## src/rtl/mem_port_arbiter.sv

```systemverilog
// mem_port_arbiter
// Shares one 32-bit memory port between instruction fetch and the load/store
// unit. Data normally wins a contested cycle. A saturating starvation counter
// forces a fetch grant after STARVE_LIMIT consecutive contested data wins.
// A jump/flush cancels pending and outstanding fetches so that stale
// instruction words never reach the fetch unit.
module mem_port_arbiter #(
  parameter int unsigned STARVE_LIMIT = 4,
  parameter int unsigned RST_STATE    = 0
) (
  input  logic        clk,
  input  logic        rst,
  // fetch side
  input  logic        if_req,
  input  logic [31:0] if_addr,
  input  logic        if_flush,
  output logic        if_gnt,
  output logic        if_rvalid,
  output logic [31:0] if_rdata,
  // load/store side
  input  logic        d_req,
  input  logic        d_we,
  input  logic [31:0] d_addr,
  input  logic [31:0] d_wdata,
  input  logic [3:0]  d_be,
  output logic        d_gnt,
  output logic        d_rvalid,
  output logic [31:0] d_rdata,
  // memory side
  output logic        mem_req,
  output logic        mem_we,
  output logic [31:0] mem_addr,
  output logic [31:0] mem_wdata,
  output logic [3:0]  mem_be,
  input  logic        mem_ack,
  input  logic [31:0] mem_rdata
);

  // IDLE takes the configured encoding; the busy states follow it so that
  // all three encodings stay distinct for any choice of RST_STATE.
  localparam logic [1:0] IDLE_ENC   = RST_STATE[1:0];
  localparam logic [7:0] STARVE_MAX = STARVE_LIMIT[7:0];

  typedef enum logic [1:0] {
    IDLE    = IDLE_ENC,
    IF_BUSY = IDLE_ENC + 2'd1,
    D_BUSY  = IDLE_ENC + 2'd2
  } state_t;

  state_t      state_r;
  logic [7:0]  starve_cnt_r;
  logic        drop_r;

  logic        mem_req_r;
  logic        mem_we_r;
  logic [31:0] mem_addr_r;
  logic [31:0] mem_wdata_r;
  logic [3:0]  mem_be_r;
  logic        if_rvalid_r;
  logic [31:0] if_rdata_r;
  logic        d_rvalid_r;
  logic [31:0] d_rdata_r;

  logic        fetch_ok_s;
  logic        contested_s;
  logic        starved_s;
  logic        if_gnt_s;
  logic        d_gnt_s;

  // Grant decision: only while idle, data first unless fetch has starved.
  always_comb begin
    fetch_ok_s  = if_req & ~if_flush;
    contested_s = fetch_ok_s & d_req;
    starved_s   = (starve_cnt_r == STARVE_MAX);
    if_gnt_s    = 1'b0;
    d_gnt_s     = 1'b0;
    if (state_r == IDLE) begin
      if (contested_s) begin
        if (starved_s) begin
          if_gnt_s = 1'b1;
        end else begin
          d_gnt_s = 1'b1;
        end
      end else if (fetch_ok_s) begin
        if_gnt_s = 1'b1;
      end else if (d_req) begin
        d_gnt_s = 1'b1;
      end else begin
        if_gnt_s = 1'b0;
        d_gnt_s  = 1'b0;
      end
    end else begin
      if_gnt_s = 1'b0;
      d_gnt_s  = 1'b0;
    end
  end

  // Starvation counter: counts contested data wins, cleared by any fetch grant.
  always_ff @(posedge clk or posedge rst) begin
    if (rst) begin
      starve_cnt_r <= 8'd0;
    end else if (if_gnt_s) begin
      starve_cnt_r <= 8'd0;
    end else if (d_gnt_s && contested_s && (starve_cnt_r != STARVE_MAX)) begin
      starve_cnt_r <= starve_cnt_r + 8'd1;
    end else begin
      starve_cnt_r <= starve_cnt_r;
    end
  end

  // Port FSM: latches the winner's request, holds it until ack, returns data.
  always_ff @(posedge clk or posedge rst) begin
    if (rst) begin
      state_r     <= IDLE;
      drop_r      <= 1'b0;
      mem_req_r   <= 1'b0;
      mem_we_r    <= 1'b0;
      mem_addr_r  <= 32'h0;
      mem_wdata_r <= 32'h0;
      mem_be_r    <= 4'h0;
      if_rvalid_r <= 1'b0;
      if_rdata_r  <= 32'h0;
      d_rvalid_r  <= 1'b0;
      d_rdata_r   <= 32'h0;
    end else begin
      // completion strobes are single-cycle pulses
      if_rvalid_r <= 1'b0;
      d_rvalid_r  <= 1'b0;
      case (state_r)
        IDLE: begin
          if (if_gnt_s) begin
            state_r     <= IF_BUSY;
            drop_r      <= 1'b0;
            mem_req_r   <= 1'b1;
            mem_we_r    <= 1'b0;
            mem_addr_r  <= if_addr;
            mem_wdata_r <= 32'h0;
            mem_be_r    <= 4'hF;
          end else if (d_gnt_s) begin
            state_r     <= D_BUSY;
            mem_req_r   <= 1'b1;
            mem_we_r    <= d_we;
            mem_addr_r  <= d_addr;
            mem_wdata_r <= d_wdata;
            mem_be_r    <= d_be;
          end else begin
            // a stray mem_ack while idle is ignored
            state_r   <= IDLE;
            mem_req_r <= 1'b0;
          end
        end
        IF_BUSY: begin
          if (mem_ack) begin
            state_r     <= IDLE;
            mem_req_r   <= 1'b0;
            if_rdata_r  <= mem_rdata;
            // a flush now or earlier in this access discards the word
            if_rvalid_r <= ~(drop_r | if_flush);
            drop_r      <= 1'b0;
          end else if (if_flush) begin
            drop_r <= 1'b1;
          end else begin
            drop_r <= drop_r;
          end
        end
        D_BUSY: begin
          // flushes do not touch a data access
          if (mem_ack) begin
            state_r    <= IDLE;
            mem_req_r  <= 1'b0;
            d_rdata_r  <= mem_rdata;
            d_rvalid_r <= 1'b1;
          end else begin
            state_r <= D_BUSY;
          end
        end
        default: begin
          // unreachable encoding: recover to idle with the port released
          state_r   <= IDLE;
          drop_r    <= 1'b0;
          mem_req_r <= 1'b0;
        end
      endcase
    end
  end

  assign if_gnt    = if_gnt_s;
  assign d_gnt     = d_gnt_s;
  assign mem_req   = mem_req_r;
  assign mem_we    = mem_we_r;
  assign mem_addr  = mem_addr_r;
  assign mem_wdata = mem_wdata_r;
  assign mem_be    = mem_be_r;
  assign if_rvalid = if_rvalid_r;
  assign if_rdata  = if_rdata_r;
  assign d_rvalid  = d_rvalid_r;
  assign d_rdata   = d_rdata_r;

endmodule

```

## config.mk

```make
export PLATFORM = sky130hd
export DESIGN_NAME = mem_port_arbiter
export DESIGN_NICKNAME = d
export VERILOG_FILES = /design/src/rtl/mem_port_arbiter.sv
export SDC_FILE = /design/constraint.sdc
export NUM_CORES = 1
export LEC_CHECK = 0
export CAP_MARGIN = 40
export CORE_ASPECT_RATIO = 0.6
export CORE_MARGIN = 2
export CORE_UTILIZATION = 37
export DETAILED_ROUTE_END_ITERATION = 10
export PLACE_DENSITY = 0.8
export SYNTH_ARGS = -nofsm -noshare
export SYNTH_HDL_FRONTEND = slang
export SYNTH_SLANG_ARGS = --single-unit
```

## constraint.sdc

```tcl
create_clock -name clk -period 5 [get_ports clk]
set_clock_uncertainty 0.2 [all_clocks]
set_input_delay 1 -clock clk [delete_from_list [all_inputs] [get_ports clk]]
set_output_delay 1 -clock clk [all_outputs]
set_load 0.01 [all_outputs]
```

Word level (Yosys, flattened, before mapping):

Cells that the tools add are included.

* register bits after elaboration: 147
* output and inout port bits: 138
* logic and storage cells: 73

* add/sub/neg operators: 1
* eq/ne operators: 8
* mux-type cells: 36
* bitwise logic cells: 6
* reductions and logical operators: 10

Operators with widths (number)
* 2-to-1 mux 32 bit: 4
* 2-to-1 mux 1 bit: 21
* 2-to-1 mux 8 bit: 2
* adder 8 x 1 -> 8 bit, second input constant: 1
* equality test 8 x 3 -> 1 bit, second input constant: 1
* 2-to-1 mux 2 bit: 4
* 2-to-1 mux 4 bit: 2
* != test 8 x 3 -> 1 bit, second input constant: 1
* one-hot mux 2 bit (3 select lines): 1
* AND reduction 2 bit: 3
* != test 2 bit, second input constant: 2
* nonzero test 2 bit: 2
* != test 3 bit, second input constant: 1
* inverter 1 bit: 3
* one-hot mux 1 bit (3 select lines): 1
* AND reduction 3 bit: 1
* AND 1 bit: 2
* equality test 2 x 1 -> 1 bit, second input constant: 1
* equality test 2 bit, second input constant: 1
* logical AND 1 bit: 2
* logical NOT 2 bit: 1
* != test 2 x 1 -> 1 bit, second input constant: 1
* one-hot mux 1 bit (2 select lines): 1
* OR reduction 2 bit: 1
* bitwise OR 1 bit: 1

Longest topological paths before layout:

Gate-level depths: netlist (run 1).

* word-level depth: 9
* depth in mapped cells: 8
* mapped depth without buffers: 6

Least setup slack after synthesis (run 1):

OpenSTA, ideal clock, no wires.

* path type: input-to-output
* start: input port if_flush
* end: output port if_gnt
* arrival: 1.782 ns
* required time: 3.800 ns
* slack: 2.018 ns
* cell stages on the path: 4
* path through: nand3b_1 clkbuf_1 buf_1 nor2_1

* word-level cells in the longest chain between the ends: 5
* elaborated cells between the ends (all ways): 6
* classes of those cells: mux: 3; bitwise: 3

Ends and longest elaborated chain
* from (decl): RTL line 16 `input logic if_flush,`
* inverter 1 bit (*): RTL line 72 `fetch_ok_s = if_req & ~if_flush;`
* AND 1 bit (*): RTL line 72
* 2-to-1 mux 1 bit or AND 1 bit (tied branches): RTL line 84, 73
* 2-to-1 mux 1 bit (*): RTL line 78 `if (contested_s) begin`
* 2-to-1 mux 1 bit (*): RTL line 77 `if (state_r == IDLE) begin`
* to (decl): RTL line 17 `output logic if_gnt,`

Mark *: on every way between the ends. The rest lies on a longest branch, timed or not.

Final worst setup path (run 1):

* start: input port d_req
* end: output port d_gnt

* word-level cells in the longest chain between the ends: 4
* elaborated cells between the ends (all ways): 5
* classes of those cells: mux: 4; bitwise: 1

Ends and longest elaborated chain
* from (decl): RTL line 21 `input logic d_req,`
* 2-to-1 mux 1 bit: RTL line 86 `end else if (d_req) begin`
* 2-to-1 mux 1 bit: RTL line 84 `end else if (fetch_ok_s) begin`
* 2-to-1 mux 1 bit (*): RTL line 78
* 2-to-1 mux 1 bit (*): RTL line 77
* to (decl): RTL line 26 `output logic d_gnt,`

Marks and branches as above.

==> metrics, run 1 <==
status=finished, final reports clean; Syn. warnings=0; total negative slack=0 ns; initial drt markers=259; RePlAce Congestion=0.8261; Layout Utilization=61.32%; total track usage=20.95%; post-layout min period=3.932 ns; clock transition at the registers of the reported paths=0.07 ns; Die X=168.3 µm; Wirelength per Cell=18.98 µm; post-synthesis async set-or-reset flop share=100.0%; global route overflow=0; commonest non-fill, non-tap cell in the layout=clkdlybuf4s50_1; Post-Route WL=17.99 mm; TritonCTS clock tree=built; depth of the CTS H-tree=4; Final Power=0.005407 W; Top FF cell, synth=dfrtp_1; Synth area leaders=dfrtp_1 61%, mux2_2 12%, o21ai_1 4.9%; fraction of layout cells with a size suffix above 1=15.30%; #FFs+latches synth=147; PD cells=565.5 mW/mm²; Final Slew Violations=0; RSZ-0062 raised after global routing=no; clock share of power=25.0%; Hold Crit Class=reg -> reg; critical path type=in -> out; pin count of the biggest net entering global routing=83; Setup violations, final=0; core footprint=0.01559 mm²; Die Y=102.6 µm; worst skew pair latency=0.40 ns; FMAX=254.3 MHz; post_cts resized=0; DR vias=4938; Max Cap Viol=0; worst endpoint required time=3.80 ns; switching power=0.001669 W; top cell type's share of synthesized area=61.37%; Worst setup EP type=output pin; Ant. Diodes=0; vias in the first global route=5158; Root Driver=clkbuf_16; vias per cell=5.209; switch share=30.87%; Residual DRC=0; Ports=277; CP Launch Type=input pin; Post-synth EDFFs=0; final hold vios=0; sequential area share after synthesis=61.37%; P_leak=3.991 nW; final cycle utilization of the critical path=78.65%; Reg power frac=36.0%; Nets=876; syn_area_per_cell=12.95 µm²; DP HPWL=13.20 mm; Max VDD drop=0.2770 mV; Arr. time, crit path=2.73 ns; syn nets=607; antenna violations before repair=0; ANT nets after route=0; first-pass GRT wire length=28.25 mm; slew margin rel.=62.21%; Clock Sinks=147; combinational power share=39.0%; Yosys cell types=35; Worst-Margin Slew=0.5647 ns; Synth area leader=dfrtp_1; Initial Utilization=38.45%; commonest non-fill, non-tap cells in the layout=276 x clkdlybuf4s50_1, 147 x dfrtp_1, 64 x mux2_2, 58 x o21ai_1, 33 x a22o_1; Worst Path Max Fanout=10; die area=0.01727 mm²; Port Buffers=276; Post-CTS Setup Bufs=0; Rows=35; Mapped Cells=463; clock buffer depth=2; Inserted Clock Buffers=17; P_int=0.003738 W; hold buffers post-CTS=0; Layout area overhead=59.49%; Mapped Area=0.005994 mm²; DR pass1 iterations=4
-- worst paths after layout --
| path | from | to | slack, ns | cells after the start |
|---|---|---|---|---|
| max | d_req | d_gnt | 1.07 | 4 |
| min | drop_r$_DFFE_PP0P_ | if_rvalid$_DFF_PP0_ | 0.24 | 1 |
| max reg2reg | starve_cnt_r[5]$_DFFE_PP0P_ | mem_addr[21]$_DFFE_PP0P_ | 2.57 | 5 |
| min reg2reg | drop_r$_DFFE_PP0P_ | if_rvalid$_DFF_PP0_ | 0.24 | 1 |
| max in group asynchronous | rst | state_r[1]$_DFFE_PP0N_ | 2.93 | 3 |
| min in group asynchronous | rst | d_rdata[14]$_DFFE_PP0P_ | 0.76 | 2 |
-- synth_stat cells (all sizes together), types with 2 or more instances --
library cell  count
a21oi             9
nor2              9
a22o             33
nand2b            4
dfrtp           147
o21a              2
a31oi             3
o31ai             2
nor3              4
clkbuf           18
a32oi            32
ha                5
nand2            12
o21ai            71
nand3             4
mux2             64
buf              19
inv              12
o2bb2ai           2
-- layout make-up --
class | count | area, µm²
timing repair buffer | 287 | 2858
tap | 203 | 254.0
multi-input combinational | 267 | 2091
inverter | 12 | 48.80
clock inverter | 14 | 191.4
sequential | 147 | 3679
fill | 1213 | 6030
clock buffer | 18 | 439.2
-- worst max-delay path: stages --
cell	delay, ns
clkdlybuf4s50_1	0.78
nand2_1	0.18
a21oi_4	0.16
clkdlybuf4s50_1	0.61
-- power groups by stage --
| stage | registers (W) | clock network (W) | logic (W) |
|---|---|---|---|
| after floorplan | 0.00215 | 0 | 0.000644 |
| after global placement | 0.00192 | 0 | 0.00208 |
| after detailed placement | 0.00196 | 0 | 0.00213 |
| after CTS | 0.00195 | 0.00139 | 0.00214 |
| after global routing | 0.00201 | 0.00145 | 0.00225 |
| final | 0.00195 | 0.00135 | 0.00211 |
-- state kept, by name, indices dropped and copies added, names as in the netlist --
| register | flops |
|---|---|
| d_rdata | 32 |
| if_rdata | 32 |
| mem_addr | 32 |
| mem_wdata | 32 |
| starve_cnt_r | 8 |
| mem_be | 4 |
| state_r | 2 |
| d_rvalid | 1 |
| drop_r | 1 |
| if_rvalid | 1 |
| mem_req | 1 |
| mem_we | 1 |
-- stage by stage --
| step | instance area [µm²] | hold slack (ns) | std cells | setup WS, ns |
|---|---|---|---|---|
| 2_1_floorplan | 5998 | 0.2090 | 463 | 1.953 |
| 3_3_place_gp | 8930 | 0.2338 | 916 | 1.102 |
| 3_5_place_dp | 8930 | 0.2183 | 916 | 1.059 |
| 4_1_cts | 9560 | 0.2360 | 948 | 1.062 |
| 5_1_grt | 9560 | 0.2469 | 948 | 1.002 |
| 6_report | 9560 | 0.2379 | 948 | 1.068 |
-- metal layers --
metal	track usage [%]	share of wire, %
met1	27.11	44
met2	34.85	49
met3	5.720	5.7
met4	6.764	1.8
met5	0	0
-- cells by family (layout without fill, tap and decap cells) --
family / after synthesis / count (layout) / synth area share [%]
fa+ha+maj: 5 / 5 / 1.044
buf+inv: 49 / 331 / 4.133
mux: 64 / 64 / 12.02
compound gates: 158 / 158 / 18.12
simple gates: 40 / 40 / 3.319
flops: 147 / 147 / 61.37
No activity file was read; power rests on OpenSTA's default activity.
==> run 2, diff against run 1 <==
==> constraint.sdc (replaced) <==
create_clock -name clk -period 3.5 [get_ports clk]
set_clock_uncertainty 0.2 [all_clocks]
set_input_delay 0.7 -clock clk [delete_from_list [all_inputs] [get_ports clk]]
set_output_delay 0.7 -clock clk [all_outputs]
set_load 0.01 [all_outputs]
==> metrics, run 2 (synthesis gave the netlist of run 1 again) <==
Crit path max-delay family=simple AND/OR/NAND/NOR gates; clock transition at the registers of the reported paths=0.06 ns; Clock Sinks=147; antenna violations before repair=0; Die X=168.3 µm; Max Cap Viol=0; clock buffer depth=2; Worst-Margin Slew=0.8009 ns; Buffers & Inverters on Critical Path=1; Nets=876; P_leak=4.001 nW; Rows=35; Hold Startpoint=drop_r$_DFFE_PP0P_; post-layout min period=3.321 ns; slew margin rel.=46.60%; Residual DRC=0; Ports=277; critical path type=reg -> out; FMAX=301.1 MHz; end of the worst hold path=if_rvalid$_DFF_PP0_; Min-Delay Path Depth=1; TritonCTS clock tree=built; Initial Utilization=38.45%; R2R Path End=mem_addr[19]$_DFFE_PP0P_; ANT nets after route=0; global route overflow=0; Post-Route WL=18.04 mm; Worst setup EP type=output pin; commonest non-fill, non-tap cells in the layout=276 x clkdlybuf4s50_1, 147 x dfrtp_1, 64 x mux2_2, 58 x o21ai_1, 33 x a22o_1; CP Launch Type=register; initial drt markers=286; worst reg-to-reg path cell count=5; DR vias=4951; DR pass1 iterations=5; post_cts resized=0; worst skew pair latency=0.40 ns; Worst Path Max Fanout=6; Crit. Startpoint=starve_cnt_r[4]$_DFFE_PP0P_; vias in the first global route=5082; pin count of the biggest net entering global routing=148; final worst setup slack=0.1789 ns; Root Driver=clkbuf_16; Reg-to-Reg Start=starve_cnt_r[4]$_DFFE_PP0P_; Ant. Diodes=0; Critical-path top delay cell=or4_4; reg2reg setup slack=1.17 ns; vias per cell=5.228; final instance area=0.009595 mm²; DP HPWL=12.70 mm; total track usage=20.77%; pre-CTS WS=0.4877 ns; Post-CTS Setup Bufs=0; Die Y=102.6 µm; critical-path cell list=or4_4 > o31a_1 > nor2_1 > clkdlybuf4s50_1; # fillers=1211; RSZ-0062 raised after global routing=no; Port Buffers=276; first-pass GRT wire length=27.93 mm; final hold vios=0; die area=0.01727 mm²; commonest non-fill, non-tap cell in the layout=clkdlybuf4s50_1; Hold Crit Class=reg -> reg; Wirelength per Cell=19.05 µm; hold buffers post-CTS=0; CP Depth=4; Max VDD drop=0.4639 mV; depth of the CTS H-tree=4; CP peak stage delay=0.57 ns; RePlAce Congestion=0.8656; PD cells=816.0 mW/mm²; fraction of layout cells with a size suffix above 1=15.19%; Setup violations, final=0; Inserted Clock Buffers=17; worst endpoint required time=2.60 ns; Layout area overhead=60.07%; Final Slew Violations=0; Arr. time, crit path=2.42 ns; Area after DPL=0.008942 mm²; final cycle utilization of the critical path=94.89%; total negative slack=0 ns; core footprint=0.01559 mm²; status=finished, final reports clean
-- run 2: cell count changes in the layout (fill, tap and decap cells not counted), sizes merged --
| cell | delta |
|---|---|
| clkinvlp | +1 |
| bufinv | +2 |
| clkbuf | -1 |
| inv | -3 |
-- run 2: layout make-up --
type	instances	area [µm²]	share of cell area, %
Timing Repair Buffer	287	2870	29.91
Clock inverter	14	227.7	2.373
Inverter	12	48.80	0.5085
Sequential cell	147	3679	38.34
Multi-Input combinational cell	267	2091	21.79
Clock buffer	17	425.4	4.433
Tap cell	203	254.0	2.647
-- run 2: how the worst max path moves through the flow --
stage,end
2_1_floorplan,d_rdata[0]$_DFFE_PP0P_
3_3_place_gp,d_gnt
3_5_place_dp,d_gnt
4_1_cts,if_gnt
5_1_grt,if_gnt
6_report,if_gnt
-- run 2: where the power goes --
| part | internal, W | switching [W] | leakage [nW] |
|---|---|---|---|
| Sequential | 0.00239 | 0.000395 | 1.81 |
| Combinational | 0.00179 | 0.00124 | 1.88 |
| Clock | 0.00128 | 0.000744 | 0.308 |
-- run 2: worst register-to-register path, stage by stage (launching register included) --
cell and delay [ns]:
dfrtp_1 0.44, or4_4 0.57, o31ai_4 0.32, buf_4 0.42, a32oi_1 0.21, o21ai_1 0.10
-- run 2: routing by layer --
metal	GRT usage [%]	part of all wire [%]
met1	27.65	45
met2	34.28	48
met3	5.413	6.0
met4	5.703	1.3
met5	0	0
-- run 2: metrics by stage --
stage / hold slack [ns] / cells / util [%] / power, W
6_report: 0.2583 / 947 / 61.55 / 0.007830
5_1_grt: 0.2751 / 947 / 61.55 / 0.008236
4_1_cts: 0.2584 / 947 / 61.55 / 0.007917
3_5_place_dp: 0.2366 / 916 / 57.36 / 0.005844
3_3_place_gp: 0.2382 / 916 / 57.36 / 0.005732
2_1_floorplan: 0.2090 / 463 / - / 0.003992
